===== config.mk =====
export PLATFORM = sky130hd
export DESIGN_NAME = regfile_wb_ctrl
export DESIGN_NICKNAME = d
export VERILOG_FILES = /design/src/rtl/regwb_pkg.sv /design/src/rtl/regwb_fifo.sv /design/src/rtl/regfile_wb_ctrl.sv
export SDC_FILE = /design/constraint.sdc
export NUM_CORES = 1
export LEC_CHECK = 0
export CAP_MARGIN = 15
export CORE_MARGIN = 3
export CORE_UTILIZATION = 49
export CTS_BUF_LIST = sky130_fd_sc_hd__clkbuf_8
export CTS_CLUSTER_SIZE = 40
export DETAILED_ROUTE_END_ITERATION = 6
export PLACE_DENSITY = 0.78
export SYNTH_ARGS = -nofsm -noshare
export SYNTH_HDL_FRONTEND = slang
export SYNTH_SLANG_ARGS = --single-unit
export TNS_END_PERCENT = 10

===== constraint.sdc =====
create_clock -name clk -period 2.3 [get_ports clk]
set_input_delay 0.345 -clock clk [delete_from_list [all_inputs] [get_ports clk]]
set_output_delay 0.345 -clock clk [all_outputs]
set_load 0.01 [all_outputs]

===== src/rtl/regwb_pkg.sv =====
// Shared types for the register-file write-back controller.
// wb_req_t carries one pending register write (destination + data).
package regwb_pkg;

    localparam int unsigned REG_ADDR_W = 5;
    localparam int unsigned NUM_REGS   = 32;
    localparam int unsigned WB_DATA_W  = 32;

    typedef struct packed {
        logic [REG_ADDR_W-1:0] rd;
        logic [WB_DATA_W-1:0]  data;
    } wb_req_t;

endpackage


===== src/rtl/regwb_fifo.sv =====
// Synchronous FIFO of write-back requests; no fall-through, sync active-low reset.
// Caller must not push when full nor pop when empty.
module regwb_fifo
    import regwb_pkg::*;
#(
    parameter int unsigned DEPTH = 4
) (
    input  logic    clk,
    input  logic    reset,
    input  logic    push,
    input  wb_req_t push_req,
    input  logic    pop,
    output wb_req_t head,
    output logic    full,
    output logic    empty
);

    localparam int unsigned AW = $clog2(DEPTH);

    wb_req_t       mem [DEPTH];
    logic [AW-1:0] wr_ptr_q, rd_ptr_q;
    logic [AW:0]   count_q, count_d;

    always_comb begin
        count_d = count_q;
        if (push && !pop) begin
            count_d = count_q + 1'b1;
        end else if (pop && !push) begin
            count_d = count_q - 1'b1;
        end
    end

    always_ff @(posedge clk) begin
        if (!reset) begin
            wr_ptr_q <= '0;
            rd_ptr_q <= '0;
            count_q  <= '0;
        end else begin
            // Power-of-two depth: pointers wrap by natural overflow.
            if (push) wr_ptr_q <= wr_ptr_q + 1'b1;
            if (pop)  rd_ptr_q <= rd_ptr_q + 1'b1;
            count_q <= count_d;
        end
    end

    always_ff @(posedge clk) begin
        if (push) mem[wr_ptr_q] <= push_req;
    end

    assign head  = mem[rd_ptr_q];
    assign full  = (count_q == (AW+1)'(DEPTH));
    assign empty = (count_q == '0);

endmodule


===== src/rtl/regfile_wb_ctrl.sv =====
// Write-back controller: arbitrates ALU vs buffered LSU results onto the regfile port
// and keeps the busy scoreboard. Optional forwarding ports under REGWB_BYPASS_EN.
module regfile_wb_ctrl
    import regwb_pkg::*;
#(
    parameter int unsigned DATA_WIDTH = WB_DATA_W,  // must equal WB_DATA_W
    parameter int unsigned FIFO_DEPTH = 4
) (
    input  logic                  clk,
    input  logic                  reset,
    input  logic                  alu_valid,
    input  logic [4:0]            alu_rd,
    input  logic [DATA_WIDTH-1:0] alu_data,
    input  logic                  lsu_valid,
    output logic                  lsu_ready,
    input  logic [4:0]            lsu_rd,
    input  logic [DATA_WIDTH-1:0] lsu_data,
    input  logic                  iss_valid,
    input  logic [4:0]            iss_rd,
    output logic                  wr_en,
    output logic [4:0]            wr_addr,
    output logic [DATA_WIDTH-1:0] wr_data,
    output logic [NUM_REGS-1:0]   busy
`ifdef REGWB_BYPASS_EN
    ,
    input  logic [4:0]            byp_addr1,
    input  logic [4:0]            byp_addr2,
    output logic                  byp_hit1,
    output logic                  byp_hit2,
    output logic [DATA_WIDTH-1:0] byp_data1,
    output logic [DATA_WIDTH-1:0] byp_data2
`endif
);

    wb_req_t push_req, head;
    logic    fifo_full, fifo_empty, push, pop;

    logic                  wr_en_q, wr_en_d;
    logic [4:0]            wr_addr_q, wr_addr_d;
    logic [DATA_WIDTH-1:0] wr_data_q, wr_data_d;
    logic [NUM_REGS-1:0]   busy_q, busy_d;
    logic [4:0]            sel_rd;
    logic [DATA_WIDTH-1:0] sel_data;
    logic                  sel_valid;

    assign lsu_ready = reset && !fifo_full;
    assign push      = lsu_valid && lsu_ready;
    assign pop       = !alu_valid && !fifo_empty;
    assign push_req  = '{rd: lsu_rd, data: lsu_data};

    regwb_fifo #(
        .DEPTH(FIFO_DEPTH)
    ) u_fifo (
        .clk     (clk),
        .reset   (reset),
        .push    (push),
        .push_req(push_req),
        .pop     (pop),
        .head    (head),
        .full    (fifo_full),
        .empty   (fifo_empty)
    );

    always_comb begin
        sel_valid = alu_valid || pop;
        sel_rd    = alu_valid ? alu_rd : head.rd;
        sel_data  = alu_valid ? alu_data : head.data;
        wr_en_d   = sel_valid && (sel_rd != '0);
        wr_addr_d = wr_addr_q;
        wr_data_d = wr_data_q;
        // x0 requests are consumed without disturbing the held address/data.
        if (wr_en_d) begin
            wr_addr_d = sel_rd;
            wr_data_d = sel_data;
        end
    end

    always_comb begin
        busy_d = busy_q;
        if (pop && head.rd != '0) busy_d[head.rd] = 1'b0;
        // Issue applied after clear so a same-cycle set wins.
        if (iss_valid && iss_rd != '0) busy_d[iss_rd] = 1'b1;
        busy_d[0] = 1'b0;
    end

    always_ff @(posedge clk) begin
        if (!reset) begin
            wr_en_q   <= 1'b0;
            wr_addr_q <= '0;
            wr_data_q <= '0;
            busy_q    <= '0;
        end else begin
            wr_en_q   <= wr_en_d;
            wr_addr_q <= wr_addr_d;
            wr_data_q <= wr_data_d;
            busy_q    <= busy_d;
        end
    end

    assign wr_en   = wr_en_q;
    assign wr_addr = wr_addr_q;
    assign wr_data = wr_data_q;
    assign busy    = busy_q;

`ifdef REGWB_BYPASS_EN
    assign byp_hit1  = wr_en_q && (wr_addr_q == byp_addr1) && (byp_addr1 != '0);
    assign byp_hit2  = wr_en_q && (wr_addr_q == byp_addr2) && (byp_addr2 != '0);
    assign byp_data1 = wr_data_q;
    assign byp_data2 = wr_data_q;
`endif

endmodule


### Yosys cells after proc, flatten, opt, wreduce, memory -nomap -nowiden

Memories as Yosys holds them, arrays and structs flattened. A register that Yosys moved wholly into a read port is not among the register bits.
Index checks and enable logic that the tools add are counted.

* flip-flop bits (word level): 77
* memory bits (writable): 148
* input bits: 84
* logic and storage cells: 56
* memories: 1

Memory list
* u_fifo.mem: depth 4, bits a word 37, rd ports 1, clocked after Yosys merged registers in 1, write ports 1, line regwb_fifo.sv:20 `wb_req_t mem [DEPTH];`

* $add $sub $neg: 4
* order comparisons: 4
* eq/ne operators: 1
* muxes and demuxes: 14
* bitwise gates (word level): 3
* reductions and logical operators: 21

Operators with widths (count)
* 32-bit two-way mux: 3
* 32-bit bitwise AND: 1
* 32-bit NOT: 1
* 32-bit bitwise OR: 1
* 5-bit nonzero test: 3
* 5-bit by 6-bit < comparator with 1-bit output, second input constant: 2
* 1-bit demux with 5-bit select: 2
* 5-bit by 1-bit >= comparator with 1-bit output, second input constant: 2
* 1-bit logical AND: 10
* 3-bit two-way mux: 2
* 1-bit logical NOT: 5
* 5-bit two-way mux: 1
* 2-bit by 1-bit adder with 2-bit output, second input constant: 2
* 1-bit two-way mux: 4
* 2-bit two-way mux: 2
* 3-bit by 1-bit adder with 3-bit output, second input constant: 1
* 3-bit equality test, second input constant: 1
* 3-bit logical NOT: 1
* 3-bit by 1-bit subtractor with 3-bit output, second input constant: 1
* 2-bit nonzero test: 1
* 1-bit logical OR: 1

### Longest topological paths before layout

Gate-level depths: netlist (run 1).

* depth in word-level cells: 9
* depth in mapped cells: 11

### Hierarchy

A second synthesis (run 1) with hierarchy kept.

* cell total of the unflattened synthesis: 566
* area total of the unflattened synthesis: 8777.2 um^2

Modules (own cells, without submodules)
* regwb_fifo: times used 1, cells an instance 236, area each 5840.6 um^2, seq. area each 4624.4 um^2
* regfile_wb_ctrl: times used 1, cells an instance 330, area each 2936.6 um^2, seq. area each 1381.3 um^2

### Worst setup path before layout (run 1)

Ideal clock, no wire load.

* kind: input-to-reg
* from: in reset
* to: reg u_fifo.count_q[2]
* arrival: 2.558 ns
* required time: 2.230 ns
* setup slack: -0.329 ns
* stages on the path: 11
* path through: clkbuf_1 inv_1 a21oi_1 and2_1 clkbuf_1 ha_1 inv_1 fa_1 xor2_1 or3_1 a21oi_1

* word-level cells in the longest chain between the ends: 5
* elaborated cells on any way between the ends: 7
* those cells by class: 1 x mux; 6 x reduce/logical

RTL lines
* start: declaration: line regfile_wb_ctrl.sv:10 `input logic reset,`
* 1-bit logical AND *: line regfile_wb_ctrl.sv:46 `assign lsu_ready = reset && !fifo_full;`
* net lsu_ready: line regfile_wb_ctrl.sv:15 `output logic lsu_ready,`
* 1-bit logical AND *: line regfile_wb_ctrl.sv:47 `assign push = lsu_valid && lsu_ready;`
* net push: line regfile_wb_ctrl.sv:36 `logic fifo_full, fifo_empty, push, pop;`
* 1-bit logical NOT: line regwb_fifo.sv:28 `end else if (pop && !push) begin`
* 1-bit logical AND: line regwb_fifo.sv:28
* 2-bit nonzero test (no line)
* end signal: assignment: line regwb_fifo.sv:42 `count_q <= count_d;`
* end: declaration: line regwb_fifo.sv:22 `logic [AW:0] count_q, count_d;`

The timed path passes the listed nets; every way through them passes the cells marked *.
A chain may end at the register's enable or synchronous reset.

### Worst setup path in the final report (run 1)

* from: reg u_fifo.count_q[0]
* to: out lsu_ready

* word-level cells in the longest chain between the ends: 3

RTL lines
* 3-bit equality test: line regwb_fifo.sv:51 `assign full = (count_q == (AW+1)'(DEPTH));`
* 1-bit logical NOT: line regfile_wb_ctrl.sv:46
* 1-bit logical AND: line regfile_wb_ctrl.sv:46
* end: declaration: line regfile_wb_ctrl.sv:15

Every way passes these cells.

==> results of run 1 <==
kinds of logic after synthesis:
group | after synthesis
compound gates | 141
buf+inv | 43
simple gates | 106
xor+xnor | 5
fa+ha+maj | 6
mux | 48
flops | 226
other cells | 1
sequential cells by signal, indices dropped and copies added, names as in the netlist, named ones only:
register         count
u_fifo.mem         148
busy                31
wr_en                1
u_fifo.rd_ptr_q      2
wr_addr              5
u_fifo.count_q       3
wr_data             32
u_fifo.wr_ptr_q      2
placed cells by master (no fill, tap or decap), types with 5 or more instances in the layout:
cell / netlist / final
inv_1: 7 / 22
nor2_1: 18 / 18
mux2_2: 6 / 6
nor2b_1: 5 / 5
edfxtp_1: 148 / 148
buf_4: 4 / 25
o21ai_0: 27 / 27
a21oi_1: 30 / 29
buf_12: 0 / 7
clkdlybuf4s50_1: 0 / 152
a2bb2oi_1: 32 / 32
dfxtp_1: 78 / 74
ha_1: 5 / 5
clkbuf_8: 0 / 42
mux4_2: 37 / 37
nand2_1: 53 / 53
o22ai_1: 5 / 5
clkinv_1: 0 / 5
o221ai_1: 33 / 33
nand2b_1: 7 / 7
cell type report:
type / instances / area, sq um
diodes: 1 / 2.50
clock buffers: 42 / 578
clock inverters: 24 / 98.8
fillers: 1193 / 5950
inverters: 7 / 26.3
multi-input cells: 307 / 2670
flip-flops and latches: 226 / 6010
well taps: 225 / 282
repair buffers: 185 / 1850
routing by layer:
| layer | track usage (%) | share of wire [%] | up-vias | wire, microns |
|---|---|---|---|---|
| li1 | - | - | 2658 | - |
| met1 | 28.1 | 41 | 2911 | 8790 |
| met2 | 35.7 | 48 | 268 | 10200 |
| met3 | 6.08 | 8.5 | 49 | 1820 |
| met4 | 7.75 | 2.6 | 4 | 549 |
| met5 | 0 | 0.14 | - | 29 |
through the flow:
step	setup slack, ps	area [sq um]
detailed placement	-204	10800
finish	122	11500
floorplan	0.972	8870
global placement	-45.6	10800
CTS	31.9	11500
global route	4.52	11500
final timing paths:
| check | from | endpoint | slack [ps] |
|---|---|---|---|
| setup / recovery | u_fifo.count_q[0] | lsu_ready | 120 |
| hold / removal | reset | flop | 420 |
| setup reg to reg | flop | wr_data[20] | 140 |
| hold reg to reg | busy[29] | busy[29] | 480 |
power by group:
| group | switching, mW | total (mW) | internal, mW |
|---|---|---|---|
| Sequential | 0.277 | 5.03 | 4.76 |
| Clock | 1.51 | 3.18 | 1.67 |
| Combinational | 1.52 | 3.21 | 1.69 |
worst register-to-register path, delay by kind of cell (launching register included):
family / cells / cell delay [ps]
AOI/OAI and AO/OA: 4 / 720
muxes: 1 / 370
buffers and inverters: 2 / 430
DFF: 1 / 490
==> results.tsv, run 1 <==
stage	metric	value	unit
critical_path	cp.arrival	1830	ps
detailed_routing	drt_iter0_drc	499	
clocking	root_buffer	clkbuf_8	
timing	fmax	459	MHz
timing	period_minus_slack	2180	ps
global_route	gr-total-overflow	0	
job	maxCapViolCount	0	
critical_path	critPathTopFamily	buffers and inverters	
yosys	ys_types	45	
hold_path	hp-class	input port to flop	
floorplanning	io_pins	155	
critical_path	cpPeakStageDelay	540	ps
detailed_routing	wl	21300	microns
timing	holdWs	422	ps
detailed_routing	first_pass_iters	5	
yosys	synth_top_area_share	50.2	%
yosys	synthCells	576	
detailed_routing	drtAntennaViolNets	0	
yosys	synth_compound_area_share	11.9	%
yosys	muxShareOfSynthArea	10.9	%
critical_path	path_cells	nor2_1 -> a21oi_4 -> buf_4 -> clkdlybuf4s50_1	
power	finalPower	11.4	mW
critical_path	path_class	flop to output pin	
layout	fin_util	65.9	%
yosys	synth_top_area_cell	edfxtp_1	
global_route	grt_first_pass_wirelength	33900	microns
global_route	antenna_found_initial	2	
power	power.density	991	mW/mm^2
yosys	ys_top_cells_by_count	edfxtp_1, dfxtp_1, nand2_1	
yosys	synth_top_family_by_area	compound AO/OA/AOI/OAI gates	
floorplanning	dieArea	0.0197	sq mm
clocking	cts_resized	1	
yosys	synth.top_cells.by_area	edfxtp_1, dfxtp_1, mux4_2	
layout	drive_gt1_share	18.0	%
clocking	cts_max_path_buffers	3	
placed_design	port_buffers	153	
floorplanning	die_h	140	microns
timing	worst_clock_skew	16.4	ps
yosys	synth-adder-area-share	0.933	%
yosys	synth_simple_gate_area_share	5.62	%
detailed_routing	post_drt_via_cell_ratio	5.79	
clocking	clk_latency	520	ps
floorplanning	initial_core_util	50.7	%
power	ir_drop	589	uV
yosys	synth-edff-count	148	
timing	min_period_over_period	94.7	%
global_route	grtUsageTotal	21.8	%
detailed_routing	vias	5890	
clocking	htreeDepth	2	
detailed_routing	wl_per_cell	21.0	microns
yosys	synth-seq-cells	226	
critical_path	rr_worst_depth	7	
yosys	ys_warn_count	0	
clocking	cts_tree	built	
critical_path	crit_slowest_cell	clkdlybuf4s50_1	
detailed_routing	drc	0	
yosys	syn_area	0.00885	sq mm
critical_path	critical_path_required	1960	ps
clocking	cts.clk_slew.worst_paths	60	ps
critical_path	critPathCaptureType	output pin	
layout	layout.nets	854	
outcome	outcome	finished clean	
global_route	grt_pass1_vias	6336	
timing	tightest_slew	644	ps
critical_path	path_buf_inv	2	
yosys	avgSynthCellArea	15.4	sq um
critical_path	cp_max_fo	5	
placed_design	place_congestion	0.854	
timing	slew_violations	0	
timing	relSlewSlack	57.0	%
critical_path	crit_cells	4	
placed_design	hpwl	14400	microns
layout	syn_to_final_growth	30.1	%
clocking	cts_setup_buffers	0	
layout	final_cells	1017	
critical_path	crit_path_start_kind	flop	
clocking	numCtsBuffers	37	
yosys	seq_area_frac_synth	67.8	%
placed_design	placedCellCount	950	
clocking	holdBufCountCts	0	
yosys	synthXorXnorAreaFrac	0.495	%
yosys	post-synth-top-count-cell	edfxtp_1	
floorplanning	placementRows	48	
timing	setup_violations	0	
floorplanning	dieWidth	140	microns
yosys	async_reset_ff_share	0	%
global_route	grt_max_degree	44	
clocking	clock_sink_count	226	
timing	rsz0062_at_grt	no	
hold_path	hold_depth	4	
timing	hold_violations	0	
floorplanning	core_area	0.0175	sq mm
power	leakagePower	3.92	nW
timing	fin_setup_tns	0	ps
yosys	synth_flop_cell	edfxtp_1	
yosys	syn_nets	666	
Note: power is estimated with default switching activity, not from simulation.
==> inputs of run 2 (changes only) <==
--- a/config.mk
+++ b/config.mk
@@ -6,12 +6,14 @@
 export NUM_CORES = 1
 export LEC_CHECK = 0
 export CAP_MARGIN = 15
+export CELL_PAD_IN_SITES_DETAIL_PLACEMENT = 0
+export CELL_PAD_IN_SITES_GLOBAL_PLACEMENT = 2
 export CORE_MARGIN = 3
-export CORE_UTILIZATION = 49
+export CORE_UTILIZATION = 35
 export CTS_BUF_LIST = sky130_fd_sc_hd__clkbuf_8
 export CTS_CLUSTER_SIZE = 40
 export DETAILED_ROUTE_END_ITERATION = 6
-export PLACE_DENSITY = 0.78
+export PLACE_DENSITY_LB_ADDON = 0.1
 export SYNTH_ARGS = -nofsm -noshare
 export SYNTH_HDL_FRONTEND = slang
 export SYNTH_SLANG_ARGS = --single-unit
==> run 2 against run 1 <==
  * First-iteration DRC count shrank 29%
  * Largest cell class unchanged
  * Highest routed layer unchanged
  * Flip-flop and latch count is the same
  * Total power grew 4.2%
  * Worst hold slack gained 22 ps
  * Sequential share of layout area shrank 1.4 points
==> results.tsv, run 2 (same netlist as run 1, synthesis figures left out) <==
stage	metric	value	unit	change
layout	layout.nets	864		+1.2%
global_route	grt_use_met1	22.3	%	-5.8 points
layout	syn_to_final_growth	33.6	%	
critical_path	critPathCaptureType	output pin		
detailed_routing	drt_iter0_drc	353		-29%
detailed_routing	wl_per_cell	20.0	microns	-4.7%
floorplanning	io_pins	155		unchanged
outcome	outcome	finished clean		
detailed_routing	first_pass_iters	5		unchanged
clocking	cts_tree	built		
timing	period_minus_slack	2170	ps	-7.20 ps
placed_design	placedCellCount	1050		+11%
layout	final_cell_mix	clkdlybuf4s50_1, edfxtp_1, dfxtp_1, nand2_1, clkbuf_8		
timing	hold_violations	0		unchanged
global_route	antenna_found_initial	1		-1
critical_path	path_cells	nor2_1 -> a21oi_4 -> buf_4 -> clkdlybuf4s50_1		
timing	fin_setup_tns	0	ps	unchanged
critical_path	cp_max_fo	5		unchanged
clocking	numCtsBuffers	39		+5.4%
floorplanning	die_h	165	microns	+18%
job	maxCapViolCount	0		unchanged
placed_design	hpwl	14900	microns	+3.2%
timing	relSlewSlack	53.3	%	-3.7 points
placed_design	dp_slack	-163	ps	+40.7 ps
floorplanning	core_area	0.0246	sq mm	+41%
layout	design_area	0.0118	sq mm	+2.7%
critical_path	critPathTopFamily	buffers and inverters		
critical_path	path_class	flop to output pin		
layout	n_antenna_cell	0		-1
placed_design	place_congestion	0.779		-8.8%
global_route	grtUsageMet2	26.6	%	-9.1 points
floorplanning	dieWidth	165	microns	+18%
floorplanning	dieArea	0.0272	sq mm	+38%
floorplanning	initial_core_util	36.0	%	-15 points
global_route	grtUsageTotal	16.6	%	-5.2 points
floorplanning	placementRows	57		+19%
layout	final_cells	1128		+11%
timing	fmax	461	MHz	+0.33%
timing	fin_ws	129	ps	+7.20 ps
timing	worst_clock_skew	20.5	ps	+4.13 ps
global_route	grt_pass1_vias	5980		-5.6%
placed_design	placed_cell_area	0.0110	sq mm	+1.3%
detailed_routing	vias	5763		-2.2%
power	finalPower	11.9	mW	+4.2%
placed_design	port_buffers	153		unchanged
layout	fin_util	48.1	%	-18 points
detailed_routing	wl	22600	microns	+5.7%
timing	min_period_over_period	94.4	%	-0.31 points
clocking	cts.clk_slew.worst_paths	60	ps	about the same
global_route	busiest_layer	met2		
critical_path	cp.arrival	1830	ps	about the same
critical_path	crit_slowest_cell	clkdlybuf4s50_1		
global_route	use_met3	4.44	%	-1.6 points
global_route	grt_max_degree	44		unchanged
critical_path	cpPeakStageDelay	540	ps	about the same
global_route	gr-total-overflow	0		unchanged
clocking	clock_sink_count	226		unchanged
detailed_routing	drtAntennaViolNets	0		unchanged
clocking	htreeDepth	2		unchanged
layout	regArea	0.00601	sq mm	unchanged
layout	layout_commonest_cell	clkdlybuf4s50_1		
timing	holdWs	444	ps	+22.3 ps
clocking	clk_latency	530	ps	about the same
timing	setup_violations	0		unchanged
global_route	grt_first_pass_wirelength	34300	microns	+1.1%
timing	rsz0062_at_grt	no		
detailed_routing	drc	0		unchanged
timing	tightest_slew	699	ps	+54.6 ps
layout	multi_input_area	0.00266	sq mm	-0.19%
power	power.density	1010	mW/mm^2	+1.5%
detailed_routing	post_drt_via_cell_ratio	5.11		-12%
hold_path	hp-class	input port to flop		
clocking	root_buffer	clkbuf_8		
critical_path	crit_path_start_kind	flop		
layout	largest_reg_flops	148		unchanged
power	ir_drop	438	uV	-26%
layout	drive_gt1_share	19.9	%	+1.9 points
critical_path	path_buf_inv	2		unchanged
critical_path	critical_path_required	1960	ps	about the same
timing	slew_violations	0		unchanged
clocking	cts_max_path_buffers	3		unchanged
layout	regMostFlops	u_fifo.mem		
power	leakagePower	4.03	nW	+2.6%
layout	nFillCells	2189		+83%
run 2: cell types whose count changed in the layout (fill, tap and decap cells not counted), sizes merged:
cell	delta
clkbuf	+9
buf	+8
clkinv	-4
clkinvlp	+1
diode	-1
inv	-1
run 2: routing by layer:
layer | vias up | part of all wire (%)
li1 | 2675 | -
met3 | 37 | 7.3
met1 | 2857 | 44
met5 | - | 0.062
met4 | 2 | 1.8
met2 | 192 | 47
run 2: worst paths after layout:
path / start / to / slack (ps) / cells after the start
setup / recovery: u_fifo.count_q[0] / lsu_ready / 130 / 4
hold / removal: lsu_data[18] / u_fifo.mem[1][18] / 440 / 1
setup reg to reg: flop / busy[25] / 180 / 5
hold reg to reg: busy[23] / busy[23] / 480 / 2
run 2: worst reg2reg max path, stage by stage (launching register included):
cell	delay, ps
dfxtp_4	400
mux4_2	400
nor3b_1	600
nand2_1	230
o21ai_0	260
a21oi_1	100
run 2: final cells by class:
| class | instances | share of cell area (%) |
|---|---|---|
| Clock inverter | 20 | 0.783 |
| Multi-Input combinational cell | 307 | 22.5 |
| Inverter | 7 | 0.222 |
| Clock buffer | 51 | 5.93 |
| Timing Repair Buffer | 193 | 16.3 |
| Tap cell | 324 | 3.43 |
| Sequential cell | 226 | 50.8 |
run 2: where the power goes:
group | internal (mW) | total, mW | switching (mW)
combinational | 1.76 | 3.33 | 1.57
sequential | 4.76 | 5.01 | 0.252
clock | 1.99 | 3.57 | 1.58
total | 8.51 | 11.9 | 3.39
run 2: what timing repair did:
item	CTS	global route
endpoints found under the setup margin	1	8
hold buffers	0	0
setup buffers	0	7
resized for setup	2	0
gates cloned	0	0
==> inputs of run 3 (changes only) <==
--- a/config.mk
+++ b/config.mk
@@ -14,6 +14,7 @@
 export CTS_CLUSTER_SIZE = 40
 export DETAILED_ROUTE_END_ITERATION = 6
 export PLACE_DENSITY_LB_ADDON = 0.1
+export SETUP_SLACK_MARGIN = 0.02
 export SYNTH_ARGS = -nofsm -noshare
 export SYNTH_HDL_FRONTEND = slang
 export SYNTH_SLANG_ARGS = --single-unit
==> run 3 against run 2 <==
  * Sequential power about the same
  * Largest cell class unchanged
  * Clock skew down 2.2 ps
  * Critical endpoint unchanged
  * Critical path type unchanged
  * Largest power group unchanged
  * Worst hold slack worse by 42 ps
  * Combinational power about the same
  * Highest routed layer unchanged
==> results.tsv, run 3 (same netlist as run 1, synthesis figures left out) <==
stage	metric	value	unit	change
floorplanning	io_pins	155		unchanged
critical_path	crit_path_start_kind	flop		
critical_path	crit_slowest_cell	clkdlybuf4s50_1		
detailed_routing	drc	0		unchanged
detailed_routing	first_pass_iters	5		unchanged
critical_path	rr_endpoint	wr_data[18]		
global_route	gr-total-overflow	0		unchanged
timing	relSlewSlack	61.1	%	+7.8 points
detailed_routing	wl_per_cell	20.6	microns	+3.2%
placed_design	placedCellCount	1055		+0.48%
power	intPower	8.38	mW	-1.5%
global_route	antenna_found_initial	1		unchanged
power	comb_power_share	28.1	%	about the same
floorplanning	placementRows	57		unchanged
layout	final_cell_mix	clkdlybuf4s50_1, edfxtp_1, dfxtp_1, nand2_1, clkbuf_8		
hold_path	hp-class	input port to flop		
timing	min_period_over_period	95.0	%	+0.60 points
layout	regMostFlops	u_fifo.mem		
floorplanning	dieWidth	165	microns	unchanged
critical_path	rr_worst_depth	5		unchanged
global_route	grt_max_degree	44		unchanged
critical_path	critical_path_required	1960	ps	about the same
timing	fin_setup_tns	0	ps	unchanged
clocking	cts_max_path_buffers	3		unchanged
placed_design	placed_cell_area	0.0110	sq mm	+0.23%
power	p_switching	3.43	mW	+0.93%
layout	largest_reg_flops	148		unchanged
detailed_routing	post_drt_via_cell_ratio	5.09		-0.34%
critical_path	cp.arrival	1840	ps	about the same
layout	design_area	0.0118	sq mm	about the same
global_route	grt_first_pass_wirelength	35700	microns	+4.2%
hold_path	min_from	reset		
layout	final_cells	1135		+0.62%
hold_path	hold_depth	4		+3
layout	drive_gt1_share	19.8	%	-0.15 points
timing	slew_violations	0		unchanged
timing	hold_violations	0		unchanged
critical_path	critPathTopFamily	buffers and inverters		
floorplanning	dieArea	0.0272	sq mm	unchanged
timing	setup_violations	0		unchanged
power	seq_power_share	42.7	%	+0.6 points
timing	rsz0062_at_grt	yes		
placed_design	dp_slack	-165	ps	-1.27 ps
placed_design	port_buffers	153		unchanged
clocking	clk_latency	540	ps	about the same
critical_path	cpPeakStageDelay	540	ps	about the same
timing	fin_ws	116	ps	-13.7 ps
power	swShare	29.0	%	+0.50 points
floorplanning	core_area	0.0246	sq mm	unchanged
detailed_routing	wl	23400	microns	+3.8%
clocking	cts_tree	built		
power	clkPwrFrac	29.2	%	-0.8 points
floorplanning	die_h	165	microns	unchanged
job	maxCapViolCount	0		unchanged
clocking	clock_sink_count	226		unchanged
layout	layout_commonest_cell	clkdlybuf4s50_1		
global_route	grtUsageTotal	17.3	%	+0.72 points
clocking	cts.clk_slew.worst_paths	50	ps	about the same
clocking	htreeDepth	2		unchanged
detailed_routing	drt_iter0_drc	353		unchanged
placed_design	hpwl	15900	microns	+6.8%
detailed_routing	vias	5779		+0.28%
outcome	outcome	finished clean		
layout	layout.nets	869		+0.58%
layout	syn_to_final_growth	33.5	%	about the same
critical_path	cp-startpoint	u_fifo.count_q[0]		
critical_path	cp_max_fo	5		unchanged
detailed_routing	drtAntennaViolNets	0		unchanged
power	ir_drop	432	uV	-1.2%
timing	fmax	458	MHz	-0.63%
power	leakagePower	4.03	nW	+0.19%
critical_path	path_cells	nor2_1 -> a21oi_4 -> buf_4 -> clkdlybuf4s50_1		
floorplanning	initial_core_util	36.0	%	unchanged
clocking	root_buffer	clkbuf_8		
timing	period_minus_slack	2180	ps	+13.7 ps
placed_design	place_congestion	0.780		+0.19%
critical_path	path_class	flop to output pin		
critical_path	r2r_slack	200	ps	+20 ps
timing	tightest_slew	583	ps	-116 ps
global_route	grt_pass1_vias	6276		+4.9%
power	power.density	999	mW/mm^2	-0.77%
clocking	numCtsBuffers	39		unchanged
timing	worst_clock_skew	18.3	ps	-2.19 ps
critical_path	path_buf_inv	2		unchanged
critical_path	critPathCaptureType	output pin		
[run 3: cell count changes in the layout (fill, tap and decap cells not counted), moves of 2 or more]
cell,change
clkinv_2,-2
clkbuf_8,-4
buf_4,+6
clkinv_1,+4
inv_1,+2
[run 3: worst max-delay path by stage]
stage                        end  slack (ps)  depth (start not counted)
3_3_place_gp         wr_data[18]         -90                          7
5_1_grt                lsu_ready          20                          4
6_report               lsu_ready         120                          4
4_1_cts                lsu_ready          70                          4
2_1_floorplan  u_fifo.count_q[2]          30                         10
3_5_place_dp         wr_data[18]        -160                          7
[run 3: repair_timing]
action                                  in CTS  in global routing
setup buffers                                0                  7
endpoints found under the setup margin       1                 33
resized for setup                            2                  0
hold endpoints to repair                     0                  0
hold buffers                                 0                  0
[run 3: power groups by stage]
stage	Clock, mW	Combinational, mW	Sequential [mW]
final	3.45	3.32	5.04
after global routing	3.76	3.60	5.09
after CTS	3.56	3.28	5.08
after detailed placement	0	3.27	5.15
after global placement	0	3.22	5.14
after floorplan	0	1.92	5.10
[run 3: area by class of cell]
type / count / area, sq um
Antenna cell: 1 / 2.50
Clock buffer: 47 / 647
Clock inverter: 25 / 116
Fill cell: 2168 / 12800
Inverter: 7 / 26.3
Multi-Input combinational cell: 307 / 2660
Sequential cell: 226 / 6010
Tap cell: 324 / 405
Timing Repair Buffer: 198 / 1950
[run 3: per-layer routing]
metal  share of wire [%]  routed length, microns  global-route usage [%]
met2                  48                   11300                    28.8
met3                 6.9                    1630                    4.89
met4                 2.0                     471                    5.38
met5               0.085                      20                       0
met1                  43                    9980                    22.0
[run 3: tightest hold or removal path, delay by kind of cell]
kind,cells,cell delay [ps]
buffers and inverters,3,410
AND/OR/NAND/NOR,1,130
[run 3: stage by stage]
stage	utilization [%]	power (mW)	hold slack, ps
global placement	44.7	8.37	463
CTS	47.8	11.9	383
global route	48.0	12.4	423
floorplan	-	7.02	444
finish	48.1	11.8	402
detailed placement	44.7	8.41	466
